--- src/rtl/lead_one_scanner.sv ---
// lead_one_scanner
//   Multi-cycle leading/trailing-one scanner for a WIDTH-bit fixed-point
//   vector. Examines CHUNK bits per cycle, starting at the top chunk
//   (MSB mode) or the bottom chunk (LSB mode), and stops on the first hit.
//   Reports the bit index, the exponent relative to the binary point, and
//   the half exponent ceil(exp/2) that seeds the sqrt/normalise units.
//
// Ports
//   clk       in   clock, rising edge
//   rst_      in   synchronous active-high reset
//   start     in   request, accepted when ready=1
//   vec       in   [WIDTH-1:0] operand, captured on accept
//   mode_lsb  in   0 = highest set bit, 1 = lowest set bit
//   ready     out  high while idle (including the done cycle)
//   done      out  one-cycle pulse when results update
//   zero      out  operand had no set bit
//   idx       out  [LOC_W-1:0] bit index of the hit
//   exp       out  signed [LOC_W:0] idx - FRAC_BITS
//   half_exp  out  signed [LOC_W:0] (exp+1)>>>1
module lead_one_scanner #(
  parameter int WIDTH     = 52,
  parameter int FRAC_BITS = 4,
  parameter int CHUNK     = 8,
  localparam int LOC_W    = $clog2(WIDTH)
) (
  input  logic                    clk,
  input  logic                    rst_,
  input  logic                    start,
  input  logic [WIDTH-1:0]        vec,
  input  logic                    mode_lsb,
  output logic                    ready,
  output logic                    done,
  output logic                    zero,
  output logic [LOC_W-1:0]        idx,
  output logic signed [LOC_W:0]   exp,
  output logic signed [LOC_W:0]   half_exp
);

  localparam int NCHUNK = (WIDTH + CHUNK - 1) / CHUNK;
  localparam int PTR_W  = (NCHUNK > 1) ? $clog2(NCHUNK) : 1;
  localparam int PAD_W  = NCHUNK * CHUNK;
  localparam int POS_W  = (CHUNK > 1) ? $clog2(CHUNK) : 1;
  // One guard bit beyond the output width so exp+1 never wraps.
  localparam int EXT_W  = LOC_W + 2;
  localparam logic [PTR_W-1:0] PTR_LAST = PTR_W'(NCHUNK - 1);

  typedef enum logic {IDLE, SCAN} state_t;

  // Exponent relative to the binary point.
  function automatic logic signed [LOC_W:0] to_exp(input logic [LOC_W-1:0] i);
    logic signed [EXT_W-1:0] e;
    e = $signed({2'b00, i}) - EXT_W'(FRAC_BITS);
    return e[LOC_W:0];
  endfunction

  // ceil(e/2): add one then arithmetic shift, i.e. round toward +inf.
  function automatic logic signed [LOC_W:0] half_of(input logic signed [LOC_W:0] e);
    logic signed [EXT_W-1:0] t;
    t = EXT_W'(e) + EXT_W'(1);
    t = t >>> 1;
    return t[LOC_W:0];
  endfunction

  state_t                  state_q, state_d;
  logic [WIDTH-1:0]        vec_q, vec_d;
  logic                    mode_q, mode_d;
  logic [PTR_W-1:0]        ptr_q, ptr_d;
  logic                    done_q, done_d;
  logic                    zero_q, zero_d;
  logic [LOC_W-1:0]        idx_q, idx_d;
  logic signed [LOC_W:0]   exp_q, exp_d;
  logic signed [LOC_W:0]   half_q, half_d;

  logic [PAD_W-1:0]        vpad;
  logic [CHUNK-1:0]        chunk;
  logic                    hit;
  logic [POS_W-1:0]        pos;
  logic [LOC_W-1:0]        hit_idx;
  logic                    last;
  logic signed [LOC_W:0]   hit_exp;

  // Zero-extend so the partial top chunk reads its pad bits as 0.
  assign vpad  = PAD_W'(vec_q);
  assign chunk = vpad[ptr_q * CHUNK +: CHUNK];
  assign last  = mode_q ? (ptr_q == PTR_LAST) : (ptr_q == '0);

  // Priority encode the current chunk; the last assignment in loop order wins.
  always_comb begin
    int tmp;
    hit = 1'b0;
    pos = '0;
    if (mode_q) begin
      for (int i = CHUNK - 1; i >= 0; i--) begin
        if (chunk[i]) begin
          hit = 1'b1;
          pos = POS_W'(i);
        end
      end
    end else begin
      for (int i = 0; i < CHUNK; i++) begin
        if (chunk[i]) begin
          hit = 1'b1;
          pos = POS_W'(i);
        end
      end
    end
    tmp     = int'(ptr_q) * CHUNK + int'(pos);
    hit_idx = LOC_W'(tmp);
    hit_exp = to_exp(hit_idx);
  end

  always_comb begin
    state_d = state_q;
    vec_d   = vec_q;
    mode_d  = mode_q;
    ptr_d   = ptr_q;
    done_d  = 1'b0;
    zero_d  = zero_q;
    idx_d   = idx_q;
    exp_d   = exp_q;
    half_d  = half_q;
    case (state_q)
      IDLE: begin
        if (start) begin
          vec_d   = vec;
          mode_d  = mode_lsb;
          ptr_d   = mode_lsb ? '0 : PTR_LAST;
          state_d = SCAN;
        end
      end
      SCAN: begin
        if (hit) begin
          idx_d   = hit_idx;
          exp_d   = hit_exp;
          half_d  = half_of(hit_exp);
          zero_d  = 1'b0;
          done_d  = 1'b1;
          state_d = IDLE;
        end else if (last) begin
          idx_d   = '0;
          exp_d   = to_exp('0);
          half_d  = half_of(to_exp('0));
          zero_d  = 1'b1;
          done_d  = 1'b1;
          state_d = IDLE;
        end else begin
          ptr_d = mode_q ? ptr_q + PTR_W'(1) : ptr_q - PTR_W'(1);
        end
      end
      default: state_d = IDLE;
    endcase
  end

  // Control and result registers
  always_ff @(posedge clk) begin
    if (rst_) begin
      state_q <= IDLE;
      done_q  <= 1'b0;
      zero_q  <= 1'b0;
      idx_q   <= '0;
      exp_q   <= '0;
      half_q  <= '0;
    end else begin
      state_q <= state_d;
      done_q  <= done_d;
      zero_q  <= zero_d;
      idx_q   <= idx_d;
      exp_q   <= exp_d;
      half_q  <= half_d;
    end
  end

  // Operand and scan pointer; only meaningful while in SCAN
  always_ff @(posedge clk) begin
    vec_q  <= vec_d;
    mode_q <= mode_d;
    ptr_q  <= ptr_d;
  end

  assign ready    = (state_q == IDLE);
  assign done     = done_q;
  assign zero     = zero_q;
  assign idx      = idx_q;
  assign exp      = exp_q;
  assign half_exp = half_q;

endmodule

--- config.mk ---
export PLATFORM = sky130hd
export DESIGN_NAME = lead_one_scanner
export DESIGN_NICKNAME = d
export VERILOG_FILES = /design/src/rtl/lead_one_scanner.sv
export SDC_FILE = /design/constraint.sdc
export NUM_CORES = 1
export LEC_CHECK = 0
export CAP_MARGIN = 10
export CORE_MARGIN = 2
export CORE_UTILIZATION = 50
export DETAILED_ROUTE_END_ITERATION = 8
export PLACE_DENSITY = 0.76
export SYNTH_ARGS = -nofsm -noshare
export SYNTH_HDL_FRONTEND = slang
export SYNTH_SLANG_ARGS = --single-unit
--- constraint.sdc ---
create_clock -name clk -period 4.3 [get_ports clk]
set_input_delay 0.645 -clock clk [delete_from_list [all_inputs] [get_ports clk]]
set_output_delay 0.645 -clock clk [all_outputs]
set_load 0.005 [all_outputs]
# After elaboration in Yosys (flattened, before gate mapping)
# Index checks and enable logic that the tools add are counted.
# totals
regBits	79
in_bits	56
# op_classes
n_addsub	5
eq_ne	4
shifts	1
mux	54
bitwise	1
n_reduce_logical	6
# ops
op	n
$mux 3	20
$shiftx 56x7->8	1
$mux 7	4
$mux 1	26
$mux 6	2
$add 7x2->8 const B	1
$sub 6x3->7 const B	1
$add 6x3->6	1
$ne 2x2->1 const B	3
$pmux 3 s2	1
$reduce_and 2->1	2
$add 3x1->3 const B	1
$eq 3x3->1 const B	1
$logic_not 3->1	1
$reduce_and 3->1	1
$sub 3x1->3 const B	1
$pmux 1 s2	1
$reduce_bool 2->1	1
$reduce_or 2->1	1
$not 1->1	1

# Logic depth before layout (Yosys ltp)
# Gate-level depths: netlist of run 1.
# depth
depth_word	14
mapped_depth	14
ltp_nobuf	11

# Least setup slack after synthesis of run 1
# No wires, ideal clock.
# synth_timing
path_type	input to register
start	input port start
end	register mode_q (enable)
setup_time_ns	0.469
t_arrival_ns	2.990
required_ns	3.831
path_slack_ns	0.841
path_stages	1
cell_sequence	nor2b_1
# synth_via
elab_chain_cells	1
# synth_rtl
item	line	text
start, declared	28	input logic start,
$reduce_and 2->1 (no line)	--	
end signal, assigned	176	mode_q <= mode_d;
end, declared	66	logic mode_q, mode_d;
# No other way between the ends.
# A chain may end at the register's enable or synchronous reset.

# Worst setup path in the final report of run 1
# layout_timing
start	register ptr_q[1]
end	register half_q[4], in the netlist half_exp[4]
# layout_via
elab_chain_cells	14
elab_cells_between_ends	43
cone_classes	add/sub (3); eq/ne (1); shift (1); mux (35); reduce/logical (3)
# layout_rtl
item	line	text
start, declared	67	logic [PTR_W-1:0] ptr_q, ptr_d;
start signal, assigned	177	ptr_q <= ptr_d;
$shiftx 56x7->8	84	assign chunk = vpad[ptr_q * CHUNK +: CHUNK];
$mux 3 (8 in series)	94	if (chunk[i]) begin
$mux 3	92	if (mode_q) begin
$add 6x3->6	107	tmp = int'(ptr_q) * CHUNK + int'(pos);
$sub 6x3->7	52	e = $signed({2'b00, i}) - EXT_W'(FRAC_BITS);
$add 7x2->8	59	t = EXT_W'(e) + EXT_W'(1);
$mux 7	132	if (hit) begin
end signal, assigned	169	half_q <= half_d;
end, declared	72	logic signed [LOC_W:0] half_q, half_d;
# Parallel ways exist; a longest one is shown, timed or not.

==> results of run 1 <==
power by group through the flow:
stage                     sequential [µW]  combinational, µW  clock (µW)
after floorplan                       913                299           0
after global placement                926                432           0
after detailed placement              929                438           0
after CTS                             912                443         578
after global routing                  920                484         607
final                                 912                442         568
registers in the layout (all words and copies together), names as in the netlist:
name	flops
half_exp	7
ptr_q	3
done	1
idx	6
state_q	1
exp	5
zero	1
vec_q	52
mode_q	1
synth_stat cells (all sizes together) (4+ instances only):
master and count:
o21ai 13, dfxtp 21, a211oi 6, nand3 11, nand2b 6, nor3 12, nor2b 5, edfxtp 56
nor2 18, buf 9, nand2 18, a21oi 15, o211ai 6, mux2i 21, inv 4, xnor2 6
clkbuf 8
worst min-delay path: stages (launching register included):
cell,delay (ns)
dfxtp_1,0.32
nand2_1,0.05
a21oi_1,0.05
final timing paths:
check	start	to	slack, ns	cells past startpoint
setup / recovery	ptr_q[1]	half_exp[4]	0.88	10
hold / removal	half_exp[1]	half_exp[1]	0.47	2
setup reg to reg	ptr_q[1]	half_exp[4]	0.88	10
hold reg to reg	half_exp[1]	half_exp[1]	0.47	2
per-stage QoR:
stage / worst slack (ns) / util / hold WS (ns)
floorplan: 0.841 / - / 0.448
global route: 0.648 / 0.662 / 0.476
detailed placement: 0.931 / 0.631 / 0.455
CTS: 0.914 / 0.662 / 0.464
global placement: 1.13 / 0.631 / 0.450
finish: 0.877 / 0.662 / 0.470
routing by layer:
| layer | track usage | share of wire | vias up |
|---|---|---|---|
| li1 | - | - | 1190 |
| met1 | 0.230 | 0.42 | 1128 |
| met2 | 0.322 | 0.51 | 93 |
| met3 | 0.0389 | 0.047 | 11 |
| met4 | 0.0825 | 0.017 | 0 |
| met5 | 0 | 0 | - |
final cells by class:
cell class	count	area, µm²	share of cell area
Timing Repair Buffer	82	811	0.181
Clock inverter	6	77.6	0.0173
Sequential cell	77	2100	0.470
Inverter	4	15.0	0.00336
Multi-Input combinational cell	178	1240	0.277
Clock buffer	10	128	0.0285
Tap cell	80	100	0.0224
kinds of logic (layout without fill, tap and decap cells):
kind of cell / Yosys count / after routing / synth area share
AOI/OAI and AO/OA: 59 / 59 / 0.118
adders and majority gates: 3 / 3 / 0.0130
DFF: 77 / 77 / 0.608
and+or+nand+nor: 85 / 85 / 0.129
xor gates and xnor gates: 6 / 6 / 0.0152
muxes: 25 / 25 / 0.0815
buffers and inverters: 21 / 102 / 0.0351
==> results.ini, run 1 <==
[outcome]
outcome=complete, no violations

[grt]
grt_start_max_net_pins=39
antenna_found_initial=0
grt_pass1_wl_um=10900
grt-ovfl-total=0
grt_usage=0.188
first_global_vias=2390

[timing]
setup-tns-final_ns=0
setup_viol=0
slew_violations=0
fin_crit_ns=3.42
rsz0062_at_grt=no
maxSlewHeadroom=0.433
period_share=0.796
skew_ns=0.00859
fmax_mhz=292
worst_slew_pin_slew_ns=0.851
finalHoldViolCount=0

[synthesis]
synth_area_leaders=edfxtp_1 (49%), dfxtp_1 (12%), mux2i_1 (6.1%)
synth-edff-count=56
ys_async_sr_fraction=0
synthFlopType=edfxtp_1
ys_seq_elements=77
ys_warn_count=0
mappedNetlistArea_mm2=0.00345
synth_top_area_share=0.487
avgSynthCellArea_um2=12.5
synth.distinct_cells=53
synth_largest_area_cell=edfxtp_1
ys_seq_area_frac=0.608
syn_nets=335
syn_inst=276

[power]
max-vdd-ir-drop_uv=239
power.net_switching_uw=510
power.internal_uw=1410
seq_power_share=0.475
p_per_area_mw_per_mm2=430
pwr-share-clk=0.296
swShare=0.266
total_power_uw=1920
p_leak_uw=0.00156
p_comb_frac=0.230

[place]
hpwl_um=4990
post_dp_cell_area_mm2=0.00427
numPortBuffers=78
place.gp.congestion=0.836
dpl.cell_count=421

[route]
vias=2422
via_per_inst=5.54
wl_per_cell_um=15.8
dr.pass1.iters=4
drt_iter0_drc=153
drcViolationCount=0
ant_nets=0
wirelength_um=6900

[clock_tree]
cts_buffer_depth=2
insertion_delay_ns=0.34
cts_sinks=77
cts_setup_buffers=0
ctsHoldBuffers=0
cts_max_level=3
post_cts_resize_count=0
cts_root_buffer=clkbuf_8
cts_made_buffers=9
cts_tree=done
clkTransAtPathRegs_ns=0.08

[cells_and_area]
final_cell_area_mm2=0.00447
nFillCells=532
layout_commonest_cell=clkdlybuf4s50_1
layout-drive-gt1-share=0.0896
final_cell_mix=clkdlybuf4s50_1 (78), edfxtp_1 (56), mux2i_1 (21), dfxtp_1 (21), nor2_1 (18)
n_antenna_cell=0
fin_cells=437
area_growth_pct=29.4
num-nets-final=411

[critical_path]
crit_arrival_ns=3.63
worstPathMaxFanout=24
critPathLaunchType=flip-flop
path_class=reg -> reg
crit_family=simple AND/OR/NAND/NOR gates
crit_top_cell=nor4_2
critPathMaxStageDelay_ns=0.91
critPathRequiredTime_ns=4.51
critPathSlowestCell=edfxtp_1
end_kind=flip-flop
critPathBufInv=0
cp_cell_sequence=nor2b_1, a22oi_2, o22a_1, o21ai_1, nand2_1, ha_1, xnor2_1, or2_2, nor4_2, nor4_2

[floorplan]
start_util=0.511
rows=30
die_area_mm2=0.00759
fp.dieW_um=87.1
ioPinCount=79
core_mm2=0.00676
die_h_um=87.1

[worst_hold_path]
worstHoldPathType=reg -> reg

[flow_run]
maxCapViolations=0

No activity file was read; power rests on OpenSTA's default activity.
==> inputs of run 2 (changes only) <==
Clock period 4.3 ns to 3.4 ns, I/O delays scaled along.
==> run 2 against run 1 <==
Against the previous run:
- via count increased by 2.5%
- non-clock buffer count increased by 9
- clock power increased by 53%
- combinational power increased by 35%
- worst hold slack got worse by 0.0058 ns
- clock skew about the same
- die area unchanged
- global-route usage increased by 0.49 points
- critical endpoint unchanged
==> results.ini, run 2 (synthesized netlist as in run 1, its figures left out) <==
[floorplan]
rows=30
fp.dieW_um=87.1
start_util=0.511
die_area_mm2=0.00759
ioPinCount=79
die_h_um=87.1
core_mm2=0.00676

[clock_tree]
cts_root_buffer=clkbuf_8
cts_made_buffers=9
cts_max_level=3
cts_sinks=77
cts_buffer_depth=2
clkTransAtPathRegs_ns=0.07
insertion_delay_ns=0.35
cts_tree=done

[critical_path]
critPathRequiredTime_ns=3.61
critPathLaunchType=flip-flop
worstPathMaxFanout=10
crit_arrival_ns=3.28
path_class=reg -> reg
end_kind=flip-flop

[timing]
period_share=0.903
slew_violations=0
worst_slew_pin_slew_ns=0.719
fin_crit_ns=3.07
skew_ns=0.00824
maxSlewHeadroom=0.519
setup_viol=0
fmax_mhz=326
holdWs_ns=0.464
finalHoldViolCount=0
rsz0062_at_grt=no
setup-tns-final_ns=0

[cells_and_area]
final_cell_area_mm2=0.00460
regMostFlops=vec_q
num-nets-final=420
area_growth_pct=33.2
largest_reg_flops=52
layout_commonest_cell=clkdlybuf4s50_1
layout-drive-gt1-share=0.115
nFillCells=491
n_antenna_cell=0
final_cell_mix=clkdlybuf4s50_1 (78), edfxtp_1 (56), mux2i_1 (21), dfxtp_1 (21), nor2_1 (17)

[grt]
grt_usage=0.193
grt_start_max_net_pins=24
grt-ovfl-total=0
grt_pass1_wl_um=11100
first_global_vias=2402
antenna_found_initial=0

[place]
place.gp.congestion=0.879
numPortBuffers=78
hpwl_um=5190
post_dp_cell_area_mm2=0.00431

[power]
total_power_uw=2610
p_per_area_mw_per_mm2=567
max-vdd-ir-drop_uv=298
p_leak_uw=0.00163

[flow_run]
maxCapViolations=0

[route]
dr.max_layer_used=met4
met2_length_um=3480
met1_length_um=2940
via_per_inst=5.58
vias=2482
ant_nets=0
dr.pass1.iters=5
met3_wirelength_um=428
drt_iter0_drc=88
wl_per_cell_um=15.7
drcViolationCount=0
wirelength_um=6970

[outcome]
outcome=complete, no violations

[worst_hold_path]
worstHoldPathType=reg -> reg

## run 2: area by class of cell
cell class,instances,area (µm²),area share
clock buffers,10,128,0.0277
repair buffers,91,891,0.194
clock inverters,5,124,0.0269
flip-flops and latches,77,2100,0.457
multi-input cells,178,1240,0.270
well taps,80,100,0.0218
inverters,4,15.0,0.00326
## run 2: routing by layer
layer  track usage  vias up
met5             0        -
met4        0.0755        0
met3        0.0607       14
met2         0.325      101
met1         0.231     1157
li1              -     1210
## run 2: what timing repair did
| item | in CTS | in global routing |
|---|---|---|
| setup endpoints to repair | 0 | 2 |
| setup buffers | 0 | 3 |
| hold buffers | 0 | 0 |
| hold endpoints to repair | 0 | 0 |
| resized for setup | 0 | 1 |
## run 2: worst max-delay path: stages, from the launching register on
cell and delay [ns]:
edfxtp_1 0.43, buf_4 0.21, buf_4 0.18, nor3_1 0.18, a21oi_1 0.07, o221a_2 0.28
o21ai_1 0.22, nand2_1 0.19, ha_1 0.27, xnor2_1 0.15, or2_2 0.30, nor4_2 0.34
nor4_2 0.09
## run 2: path summary, 6_finish.rpt
path              startpoint           to  slack [ns]  depth (start not counted)
hold reg to reg       exp[6]       exp[6]        0.46                          1
hold / removal        exp[6]       exp[6]        0.46                          1
setup / recovery    ptr_q[0]  half_exp[4]        0.33                         12
setup reg to reg    ptr_q[0]  half_exp[4]        0.33                         12
## run 2: metrics by stage
stage               std cells   util  setup slack (ns)
floorplan                 276      -            0.0759
global placement          427  0.638             0.265
detailed placement        427  0.638             0.141
CTS                       442  0.675             0.116
global route              445  0.681             0.126
finish                    445  0.681             0.331
## run 2: power breakdown
group          internal (µW)  total [µW]  switching, µW
logic                    302         596            294
clock network            556         870            314
registers               1100        1140           42.6
==> inputs of run 3 (changes only) <==
Settings changed: CORE_UTILIZATION 50 to 45, PLACE_DENSITY 0.76 to 0.69.
==> run 3 against run 2 <==
Against the previous run:
- total power decreased by 2.1%
- largest cell class unchanged
- global-route usage decreased by 0.94 points
- core utilization decreased by 5.3 points
- worst setup slack got worse by 0.028 ns
- largest power group unchanged
- clock skew decreased by 0.0011 ns
- fmax decreased by 0.91%
- worst hold slack got worse by 0.0036 ns
- critical path depth decreased by 1
- combinational power about the same
- critical path type unchanged
==> results.ini, run 3 (synthesized netlist as in run 1, its figures left out) <==
[power]
seq_power_share=0.449
power.net_switching_uw=665
pwr-share-clk=0.317
swShare=0.261
max-vdd-ir-drop_uv=271
p_per_area_mw_per_mm2=554
p_leak_uw=0.00161
power.internal_uw=1890
p_comb_frac=0.234

[grt]
grt_usage=0.184
antenna_found_initial=0
first_global_vias=2436
grt-ovfl-total=0
grt_pass1_wl_um=12000
grt_start_max_net_pins=30

[place]
dp_slack_ns=0.344
place.gp.congestion=0.842
post_dp_cell_area_mm2=0.00437
numPortBuffers=78
hpwl_um=5500
dpl.cell_count=447

[cells_and_area]
area_growth_pct=33.2
layout_commonest_cell=clkdlybuf4s50_1
multi_input_area_mm2=0.00124
regMostFlops=vec_q
n_antenna_cell=0
nFillCells=574
layout-drive-gt1-share=0.107
final_cell_area_mm2=0.00460
largest_reg_flops=52
final-seq-area_mm2=0.00210
final_cell_mix=clkdlybuf4s50_1 (78), edfxtp_1 (56), mux2i_1 (21), dfxtp_1 (21), nor2_1 (18)
fin_cells=463
num-nets-final=418

[critical_path]
path_class=reg -> reg
end_kind=flip-flop
worstPathMaxFanout=15
crit_top_cell=nor4_2
cp_cell_sequence=buf_12, nand3b_1, o211ai_1, o221a_2, o21ai_1, nand2_1, ha_1, xnor2_1, or2_2, nor4_2, nor4_2
critPathLaunchType=flip-flop
critPathRequiredTime_ns=3.61
critPathSlowestCell=edfxtp_1
crit_arrival_ns=3.31
critPathMaxStageDelay_ns=0.59

[timing]
slew_violations=0
holdWs_ns=0.460
finalHoldViolCount=0
rsz0062_at_grt=no
period_share=0.911
maxSlewHeadroom=0.521
setup_ws_ns=0.303
worst_slew_pin_slew_ns=0.717
skew_ns=0.00715
setup-tns-final_ns=0
fmax_mhz=323
fin_crit_ns=3.10
setup_viol=0

[floorplan]
die_area_mm2=0.00839
rows=31
fp.dieW_um=91.6
core_mm2=0.00733
ioPinCount=79
die_h_um=91.6
start_util=0.471

[flow_run]
maxCapViolations=0

[route]
dr.max_layer_used=met4
ant_nets=0
drt_iter0_drc=114
vias=2464
met2_length_um=3630
met3_wirelength_um=339
via_per_inst=5.32
dr.pass1.iters=4
drcViolationCount=0
wirelength_um=7280
wl_per_cell_um=15.7
met1_length_um=3180

[worst_hold_path]
worstHoldPathType=reg -> reg

[clock_tree]
cts_sinks=77
clkTransAtPathRegs_ns=0.08
cts_made_buffers=9
cts_max_level=3
ctsHoldBuffers=0
post_cts_resize_count=0
insertion_delay_ns=0.34
cts_root_buffer=clkbuf_8
cts_tree=done
cts_setup_buffers=0
cts_buffer_depth=2

[outcome]
outcome=complete, no violations

==> run 3: changes by cell type in the layout (fill, tap and decap cells not counted), sizes merged <==
cell,delta
clkinvlp,+1
clkbuf,+1
buf,-2
bufinv,-1
==> run 3: final timing paths <==
kind,slack (ns),cells after the start,startpoint,to
worst max-delay path,0.30,11,ptr_q[1],half_exp[4]
worst min-delay path,0.46,2,idx[2],idx[2]
worst max register to register,0.30,11,ptr_q[1],half_exp[4]
worst min register to register,0.46,2,idx[2],idx[2]
==> run 3: stage by stage <==
stage | power (µW) | utilization
finish | 2550 | 0.628
global route | 2670 | 0.628
CTS | 2560 | 0.628
detailed placement | 1760 | 0.596
global placement | 1750 | 0.596
floorplan | 1530 | -
==> run 3: cell type report <==
class | instances | share of cell area
Sequential cell | 77 | 0.457
Multi-Input combinational cell | 178 | 0.269
Clock inverter | 5 | 0.0220
Clock buffer | 11 | 0.0286
Tap cell | 99 | 0.0269
Inverter | 4 | 0.00326
Timing Repair Buffer | 89 | 0.193
==> run 3: per-layer routing <==
metal	track usage	up-vias
met4	0.0720	0
met1	0.233	1164
li1	-	1207
met3	0.0362	11
met5	0	-
met2	0.309	82
==> run 3: power groups by stage <==
stage | logic [µW] | clock network (µW) | registers (µW)
floorplan | 378 | 0 | 1150
detailed placement | 594 | 0 | 1170
CTS | 599 | 818 | 1150
global placement | 584 | 0 | 1160
finish | 596 | 810 | 1140
global route | 653 | 861 | 1160
==> run 3: worst max-delay path, delay by kind of cell (launching register included) <==
family,cells,cell delay (ns)
AND/OR/NAND/NOR,5,1.02
AO/OA/AOI/OAI,3,0.69
flip-flops,1,0.59
adder cells (fa/ha/maj),1,0.27
buffers and inverters,1,0.24
XOR/XNOR,1,0.15
